===== src/rtl/sha1_block_engine.sv =====
// sha1_block_engine: SHA-1 compression core, UNROLL rounds per clock.
// A 512-bit block arrives as 16 big-endian words over a valid/ready stream.
// The core runs 80 rounds, adds the result into the chaining value it holds,
// and emits the digest, so multi-block messages need no external state.
//   clk, rst_n    clock, async active-low reset
//   din/din_valid/din_ready  message word stream, W0 first
//   first         sampled with word 0: 1 = start from IV, 0 = chain from H
//   digest        H0..H4, H0 in [159:128]; holds until the next block ends
//   digest_valid  one-cycle pulse when digest is updated
//   busy          high while rounds or the feed-forward are in progress

// One SHA-1 round. State word 4 is A and word 0 is E, so the packed
// vector has the same layout as the 160-bit IV/digest.
module sha1_round (
  input  logic [6:0]       t,
  input  logic [4:0][31:0] s_in,
  input  logic [31:0]      w,
  output logic [4:0][31:0] s_out
);
  logic [31:0] a, b, c, d, e, f, k, tmp;

  assign a = s_in[4];
  assign b = s_in[3];
  assign c = s_in[2];
  assign d = s_in[1];
  assign e = s_in[0];

  always_comb begin
    f = b ^ c ^ d;
    k = 32'hca62c1d6;
    if (t < 7'd20) begin
      f = (b & c) | (~b & d);
      k = 32'h5a827999;
    end else if (t < 7'd40) begin
      f = b ^ c ^ d;
      k = 32'h6ed9eba1;
    end else if (t < 7'd60) begin
      f = (b & c) | (b & d) | (c & d);
      k = 32'h8f1bbcdc;
    end
  end

  assign tmp   = {a[26:0], a[31:27]} + f + e + k + w;
  assign s_out = {tmp, a, {b[1:0], b[31:2]}, c, d};
endmodule

module sha1_block_engine #(
  parameter int           UNROLL = 1,
  parameter logic [159:0] IV     = 160'h67452301_efcdab89_98badcfe_10325476_c3d2e1f0
) (
  input  logic         clk,
  input  logic         rst_n,
  input  logic [31:0]  din,
  input  logic         din_valid,
  output logic         din_ready,
  input  logic         first,
  output logic [159:0] digest,
  output logic         digest_valid,
  output logic         busy
);
  localparam logic [1:0] S_LOAD  = 2'd0;
  localparam logic [1:0] S_RUN   = 2'd1;
  localparam logic [1:0] S_FINAL = 2'd2;

  generate
    if (!(UNROLL == 1 || UNROLL == 2 || UNROLL == 4 || UNROLL == 5)) begin : g_bad_unroll
      $error("sha1_block_engine: UNROLL must be 1, 2, 4 or 5");
    end
  endgenerate

  logic [1:0]              state;
  logic [3:0]              cnt;
  logic [6:0]              rnd;
  logic                    ready;
  logic                    dv;
  logic [4:0][31:0]        h;
  logic [4:0][31:0]        work;
  logic [4:0][31:0]        h_new;
  logic [15:0][31:0]       win;      // win[0] is W_t of the current round
  logic [15+UNROLL:0][31:0] ext;     // window plus the UNROLL words it produces
  logic [UNROLL:0][4:0][31:0] st;    // round chain within one edge
  logic                    accept;

  assign accept       = din_valid & ready;
  assign din_ready    = ready;
  assign digest_valid = dv;
  assign busy         = (state != S_LOAD);

  // Message schedule: words beyond the window are built from earlier ones,
  // including words produced earlier in the same edge when UNROLL > 3.
  assign ext[15:0] = win;
  genvar j;
  generate
    for (j = 0; j < UNROLL; j++) begin : g_sched
      logic [31:0] x;
      assign x          = ext[13+j] ^ ext[8+j] ^ ext[2+j] ^ ext[j];
      assign ext[16+j]  = {x[30:0], x[31]};
    end
  endgenerate

  assign st[0] = work;
  generate
    for (j = 0; j < UNROLL; j++) begin : g_round
      sha1_round u_round (
        .t     (rnd + 7'(j)),
        .s_in  (st[j]),
        .w     (win[j]),
        .s_out (st[j+1])
      );
    end
  endgenerate

  generate
    for (j = 0; j < 5; j++) begin : g_ff
      assign h_new[j] = h[j] + work[j];
    end
  endgenerate

  always_ff @(posedge clk or negedge rst_n) begin
    if (!rst_n) begin
      state  <= S_LOAD;
      cnt    <= '0;
      rnd    <= '0;
      ready  <= 1'b0;
      dv     <= 1'b0;
      digest <= '0;
      h      <= IV;
      work   <= '0;
      win    <= '0;
    end else begin
      dv <= 1'b0;
      case (state)
        S_LOAD: begin
          ready <= 1'b1;
          if (accept) begin
            win <= {din, win[15:1]};
            cnt <= cnt + 4'd1;
            if (cnt == 4'd0) begin
              // Restarting a message resets H so the feed-forward adds IV.
              work <= first ? IV : h;
              if (first) h <= IV;
            end
            if (cnt == 4'd15) begin
              ready <= 1'b0;
              rnd   <= '0;
              state <= S_RUN;
            end
          end
        end
        S_RUN: begin
          work <= st[UNROLL];
          win  <= ext[15+UNROLL:UNROLL];
          rnd  <= rnd + 7'(UNROLL);
          if (rnd == 7'(80 - UNROLL)) state <= S_FINAL;
        end
        S_FINAL: begin
          h      <= h_new;
          digest <= h_new;
          dv     <= 1'b1;
          ready  <= 1'b1;
          state  <= S_LOAD;
        end
        default: state <= S_LOAD;
      endcase
    end
  end
endmodule


===== config.mk =====
export PLATFORM = sky130hd
export DESIGN_NAME = sha1_block_engine
export DESIGN_NICKNAME = d
export VERILOG_FILES = /design/src/rtl/sha1_block_engine.sv
export SDC_FILE = /design/constraint.sdc
export NUM_CORES = 2
export LEC_CHECK = 0
export BUFFER_PORTS_ARGS = -buffer_cell sky130_fd_sc_hd__buf_4
export CORE_ASPECT_RATIO = 0.5
export CORE_MARGIN = 5
export CORE_UTILIZATION = 25
export DETAILED_ROUTE_END_ITERATION = 16
export PLACE_DENSITY = 0.46
export SYNTH_ARGS = -nofsm -noshare
export SYNTH_HDL_FRONTEND = slang
export SYNTH_HIERARCHICAL = 1
export SYNTH_SLANG_ARGS = --single-unit
export TNS_END_PERCENT = 20

===== constraint.sdc =====
create_clock -name clk -period 13.4 [get_ports clk]
set_clock_uncertainty 0.05 [all_clocks]
set_input_delay 0.67 -clock clk [delete_from_list [all_inputs] [get_ports clk]]
set_output_delay 0.67 -clock clk [all_outputs]
set_load 0.1 [all_outputs]

=== Word-level counts from Yosys, hierarchy flattened ===
Index checks and enable logic that the tools add are counted.

* Equal/unequal tests: 8
* Add/sub/neg operators: 11
* Multiplexer cells: 24
* Bitwise gates (word level): 14
* Reduce and logical (&&, ||, !) cells: 11
* Magnitude comparators: 3

{| class="wikitable"
|+ Operator list
! kind !! number
|-
| 512-bit case mux with 2 select lines || 1
|-
| 160-bit case mux with 2 select lines || 2
|-
| 512-bit two-way mux || 1
|-
| 160-bit two-way mux || 3
|-
| 32-bit adder || 9
|-
| 32-bit two-way mux || 5
|-
| 32-bit bitwise XOR || 5
|-
| 32-bit AND || 4
|-
| 32-bit bitwise OR || 3
|-
| 32-bit inverter || 1
|-
| 31-bit two-way mux || 1
|-
| 7-bit by 6-bit < comparator with 1-bit output (second input constant) || 2
|-
| 7-bit two-way mux || 2
|-
| 7-bit case mux with 2 select lines || 1
|-
| 3-bit AND reduction || 4
|-
| 2-bit inequality test (second input constant) || 4
|-
| 7-bit by 1-bit adder with 7-bit output (second input constant) || 1
|-
| 7-bit equality test (second input constant) || 1
|-
| 7-bit by 5-bit < comparator with 1-bit output (second input constant) || 1
|-
| 2-bit two-way mux || 3
|-
| 2-bit nonzero test || 3
|-
| 4-bit by 1-bit adder with 4-bit output (second input constant) || 1
|-
| 4-bit equality test (second input constant) || 1
|-
| 4-bit logical NOT || 1
|-
| 8 further kinds || 11
|}

* Input port bits: 36
* Logic and storage cells: 103
* Bits in registers: 1,007

=== Depth between registers and ports, before layout ===
* Depth after elaboration: 11
* Depth in mapped cells: 23
* Mapped depth without buffers: 22

=== Modules after synthesis ===
Netlist, hierarchy kept.

{| class="wikitable"
|+ By module, submodules not included
! module !! cells each !! instances !! area each (µm²)
|-
| sha1_block_engine || 5,525 || 1 || 48,418.9
|-
| sha1_round || 757 || 1 || 6,428.7
|}

=== Worst setup path before layout ===
Ideal clock, no wire load.

* Path kind: register to register
* Start point: register rnd[3]
* End point: register work, in the netlist st[159]
* Arrival: 4,919 ps
* Stages on the path, launching flop included: 22
* Setup time: 83 ps
* Path slack: 8,349 ps
* Clock period less this slack: 5,051 ps
* Cell sequence: dfrtp_1 > a41oi_1 > and2_0 > nor2_1 > clkbuf_1 > a221oi_1 > fa_1 > inv_1 > fa_1 > ha_1 > fa_1 > a21oi_1 > nor3_1 > o21ai_0 > a31oi_1 > o211ai_1 > nand3_1 > a31o_2 > a21oi_1 > xnor2_1 > a21oi_1 > o21ai_0

{| class="wikitable"
|+ RTL lines
! element !! line !! text
|-
| start, declared || 73 || <nowiki>logic [6:0] rnd;</nowiki>
|-
| start signal, assigned || 153 || <nowiki>rnd <= rnd + 7'(UNROLL);</nowiki>
|-
| end signal, assigned || 140 || <nowiki>work <= first ? IV : h;</nowiki>
|-
| end signal, assigned || 151 || <nowiki>work <= st[UNROLL];</nowiki>
|-
| end, declared || 77 || <nowiki>logic [4:0][31:0] work;</nowiki>
|}

==> flow_summary_export.csv <==
group,metric,value,unit
cts,cts_buffer_depth,3,
power_and_ir_drop,p_sw_frac,0.2355,
global_routing,overflow,0,
cts,numCtsBuffers,107,
cts,numClockSinks,1007,
synth,avgSynthCellArea,8.731,um^2
synth,yosysMostFrequentCell,"nand2_1",
synth,synth_area_leader_cell,"dfrtp_1",
detailed_routing,first_pass_iters,6,
sta,hold_viol,0,
power_and_ir_drop,leakage,28.52,nW
global_routing,grt_pass1_vias,41210,
cells_and_area,layout-drive-gt1-share,0.09045,
worst_setup_path,crit_family,"compound AO/OA/AOI/OAI gates",
worst_setup_path,reg2reg_from,"rnd[4]$_DFFE_PN0P_",
synth,syn_area,54850,um^2
worst_setup_path,path_cells,"a41oi_1 -> and2_0 -> buf_4 -> nor2_1 -> buf_4 -> a221oi_1 -> fa_1 -> inv_1 -> fa_1 -> ha_1 -> fa_1 -> a21oi_1 -> nor3_1 -> o21ai_0 -> a31oi_1 -> o211ai_1 -> nand3_1 -> a31o_2 -> a21oi_1 -> xnor2_1 -> a21oi_1 -> o21ai_0",
synth,netlist-cell-type-count,88,
die,initial_core_util,0.2518,
synth,synth-seq-cells,1007,
cells_and_area,area.growth.synth_to_final,13.23,%
sta,slew-limit-headroom,0.2504,
power_and_ir_drop,power_frac_clock,0.494,
worst_setup_path,crit_type,"flip-flop to flip-flop",
die,fp.dieW,672.4,um
placed_design,postPlaceCellArea,58300,um^2
detailed_routing,viasPerCell,4.606,
synth,synthArstFlopShare,1.000,
power_and_ir_drop,powerDensity,104.5,nW/um^2
global_routing,grt_max_degree,223,
worst_setup_path,reg2reg_depth,22,
placed_design,place_hpwl,128000,um
worst_setup_path,cp.buffers_inverters,3,
sta,worst_slew_pin_slew,1.116,ns
sta,clock.fmax,0.1601,GHz
worst_setup_path,arrival,6.84,ns
cells_and_area,stdcell_area,62110,um^2
sta,min_period_over_period,0.4663,
cts,cts-root-buf,"clkbuf_16",
global_routing,grtUsageTotal,0.1542,
sta,rsz0062_at_grt,"false",
detailed_routing,postRouteAntennaNets,0,
power_and_ir_drop,p_total,6.490,mW
placed_design,place_ws,7.263,ns
sta,fin_ws,7.152,ns
worst_setup_path,slowest_delay,0.60,ns
sta,final.min_clock_period,6.248,ns
worst_setup_path,endpoint,"st[159]$_DFFE_PN0P_",
global_routing,antenna_found_initial,13,
synth,synth-edff-count,0,
detailed_routing,wl_per_cell,19.59,um
worst_setup_path,reg2reg_slack,7.15,ns
detailed_routing,routed_wl,179800,um
cells_and_area,nets,6546,
sta,tns,0,ns
worst_setup_path,crit_fanout,23,
global_routing,grt_pass1_wl,273100,um
synth,yosysSeqAreaShare,0.4613,
worst_setup_path,crit_slowest_cell,"a41oi_1",
run,max-cap-violations,0,
cts,cts_tree,"yes",
worst_setup_path,required,14.00,ns
worst_setup_path,startpoint,"rnd[4]$_DFFE_PN0P_",
worst_setup_path,startpoint_type,"flip-flop",
worst_setup_path,endpoint_kind,"flip-flop",
power_and_ir_drop,p_seq_frac,0.473,
cts,clk_pin_slew,0.07,ns
die,core_area,217900,um^2
power_and_ir_drop,pwr-share-comb,0.033,
placed_design,portBuffers,198,
synth,synth.net_count,6638,
power_and_ir_drop,p_sw,1.528,mW
placed_design,gp_congestion,0.8873,
die,die_h,341.2,um
synth,synth-main-ff-cell,"dfrtp_1",
die,dieArea,229400,um^2
worst_setup_path,worstReg2RegEnd,"st[159]$_DFFE_PN0P_",
worst_setup_path,critical_path_depth,22,
detailed_routing,drc,0,
status,outcome,"completed",
sta,slew_viol_final,0,
die,std_cell_rows,121,
synth,synth_top_cells_by_count,"nand2_1 (2080), dfrtp_1 (927), o21ai_0 (414)",
die,io_pins,199,
power_and_ir_drop,vdd_drop_max,0.00009392,V
synth,synth_warnings,6,
cts,clock_latency,0.77,ns
synth,synth.top_cells.by_area,"dfrtp_1 (42%), nand2_1 (14%), fa_1 (4.6%)",
detailed_routing,drt_iter0_markers,3405,
hold_path,hold_path.class,"input pin to flip-flop",
sta,setup_viol,0,
synth,synth_top_area_frac,0.4229,
detailed_routing,vias,42280,
cts,ctsHtreeMaxLevel,3,
cts,postCtsResizedCells,0,
synth,syn_inst,6282,
power_and_ir_drop,internal_power,4.962,mW
[stage by stage]
step	utilization	instances	hold slack [ns]
finish	0.2851	9179	0.2731
global route	0.2850	9170	0.2460
CTS	0.2850	9170	0.1925
detailed placement	0.2676	8970	0.3974
global placement	0.2676	8970	0.3967
floorplan	-	6282	0.3244
[kinds of logic (layout without fill, tap and decap cells)]
logic type	count (synthesis)	after routing	synth area share
adders and majority gates	320	320	0.09011
AOI/OAI and AO/OA	1196	1196	0.1330
other	0	9	0
xor gates and xnor gates	265	265	0.04232
and+or+nand+nor	2754	2754	0.2078
buffers and inverters	691	689	0.05626
DFF	1007	1007	0.4613
muxes	49	49	0.009285
[area by class of cell]
type / instances / area, um^2
Fill cell: 23180 / 155800
Multi-Input combinational cell: 4584 / 26530
Sequential cell: 1007 / 25300
Tap cell: 2890 / 3616
Clock buffer: 144 / 3018
Timing Repair Buffer: 247 / 1939
Inverter: 243 / 917.1
Clock inverter: 55 / 759.5
Antenna cell: 9 / 22.52
[worst min path at each step]
stage	start	endpoint	slack, ns	cells past startpoint
2_1_floorplan	rst_n	cnt[0]$_DFFE_PN0P_	0.32	0
3_3_place_gp	ext[236]$_DFFE_PN0P_	ext[204]$_DFFE_PN0P_	0.40	2
3_5_place_dp	ext[378]$_DFFE_PN0P_	ext[346]$_DFFE_PN0P_	0.40	2
4_1_cts	din[4]	ext[484]$_DFFE_PN0P_	0.19	4
5_1_grt	din[21]	ext[501]$_DFFE_PN0P_	0.25	4
6_report	din[22]	ext[502]$_DFFE_PN0P_	0.27	4
[worst register-to-register path, stage by stage (launching register included)]
cell and delay [ns]:
dfrtp_1 0.46, a41oi_1 0.60, and2_0 0.21, buf_4 0.31
nor2_1 0.09, buf_4 0.23, a221oi_1 0.43, fa_1 0.46
inv_1 0.09, fa_1 0.43, ha_1 0.23, fa_1 0.46
a21oi_1 0.22, nor3_1 0.09, o21ai_0 0.29, a31oi_1 0.24
o211ai_1 0.29, nand3_1 0.14, a31o_2 0.26, a21oi_1 0.17
xnor2_1 0.14, a21oi_1 0.08, o21ai_0 0.16
[sequential cells by signal (all words and copies together), names as in the netlist]
name and count:
state 2, rnd 7, din_ready 1, ext 512, st 160, digest 160
cnt 4, digest_valid 1, h 160
[cells in the final DEF (no fill, tap or decap), types with 73 or more instances in the layout]
master     instances
a21oi_1          371
nor3_1            93
xor2_1            73
nor3b_1           74
nand2_1         2077
fa_1             125
dfrtp_1          925
nor2_1           233
buf_4            239
ha_1             195
clkbuf_16        108
inv_1            242
o21ai_0          414
or3_1             86
a21o_1            85
xnor2_1          192
dfstp_2           80
[what timing repair did]
item                      in CTS  in global routing
hold buffers                   1                  0
setup buffers                  0                  0
hold endpoints to repair      94                  0
[power by group through the flow]
stage          Sequential (mW)  Combinational (mW)  Clock (mW)
3_3_place_gp              3.13               0.221           0
3_5_place_dp              3.13               0.219           0
2_1_floorplan             3.12               0.100           0
6_report                  3.07               0.213        3.21
5_1_grt                   3.07               0.243        3.43
4_1_cts                   3.07               0.220        3.31
[metal layers]
| layer | vias up | global-route usage | routed length [um] |
|---|---|---|---|
| met4 | 8 | 0.03967 | 4516 |
| met1 | 20820 | 0.2202 | 85820 |
| met3 | 211 | 0.02571 | 8693 |
| li1 | 20510 | - | - |
| met2 | 731 | 0.2419 | 80710 |
| met5 | - | 0 | 56 |
Note: power is estimated with default switching activity, not from simulation.
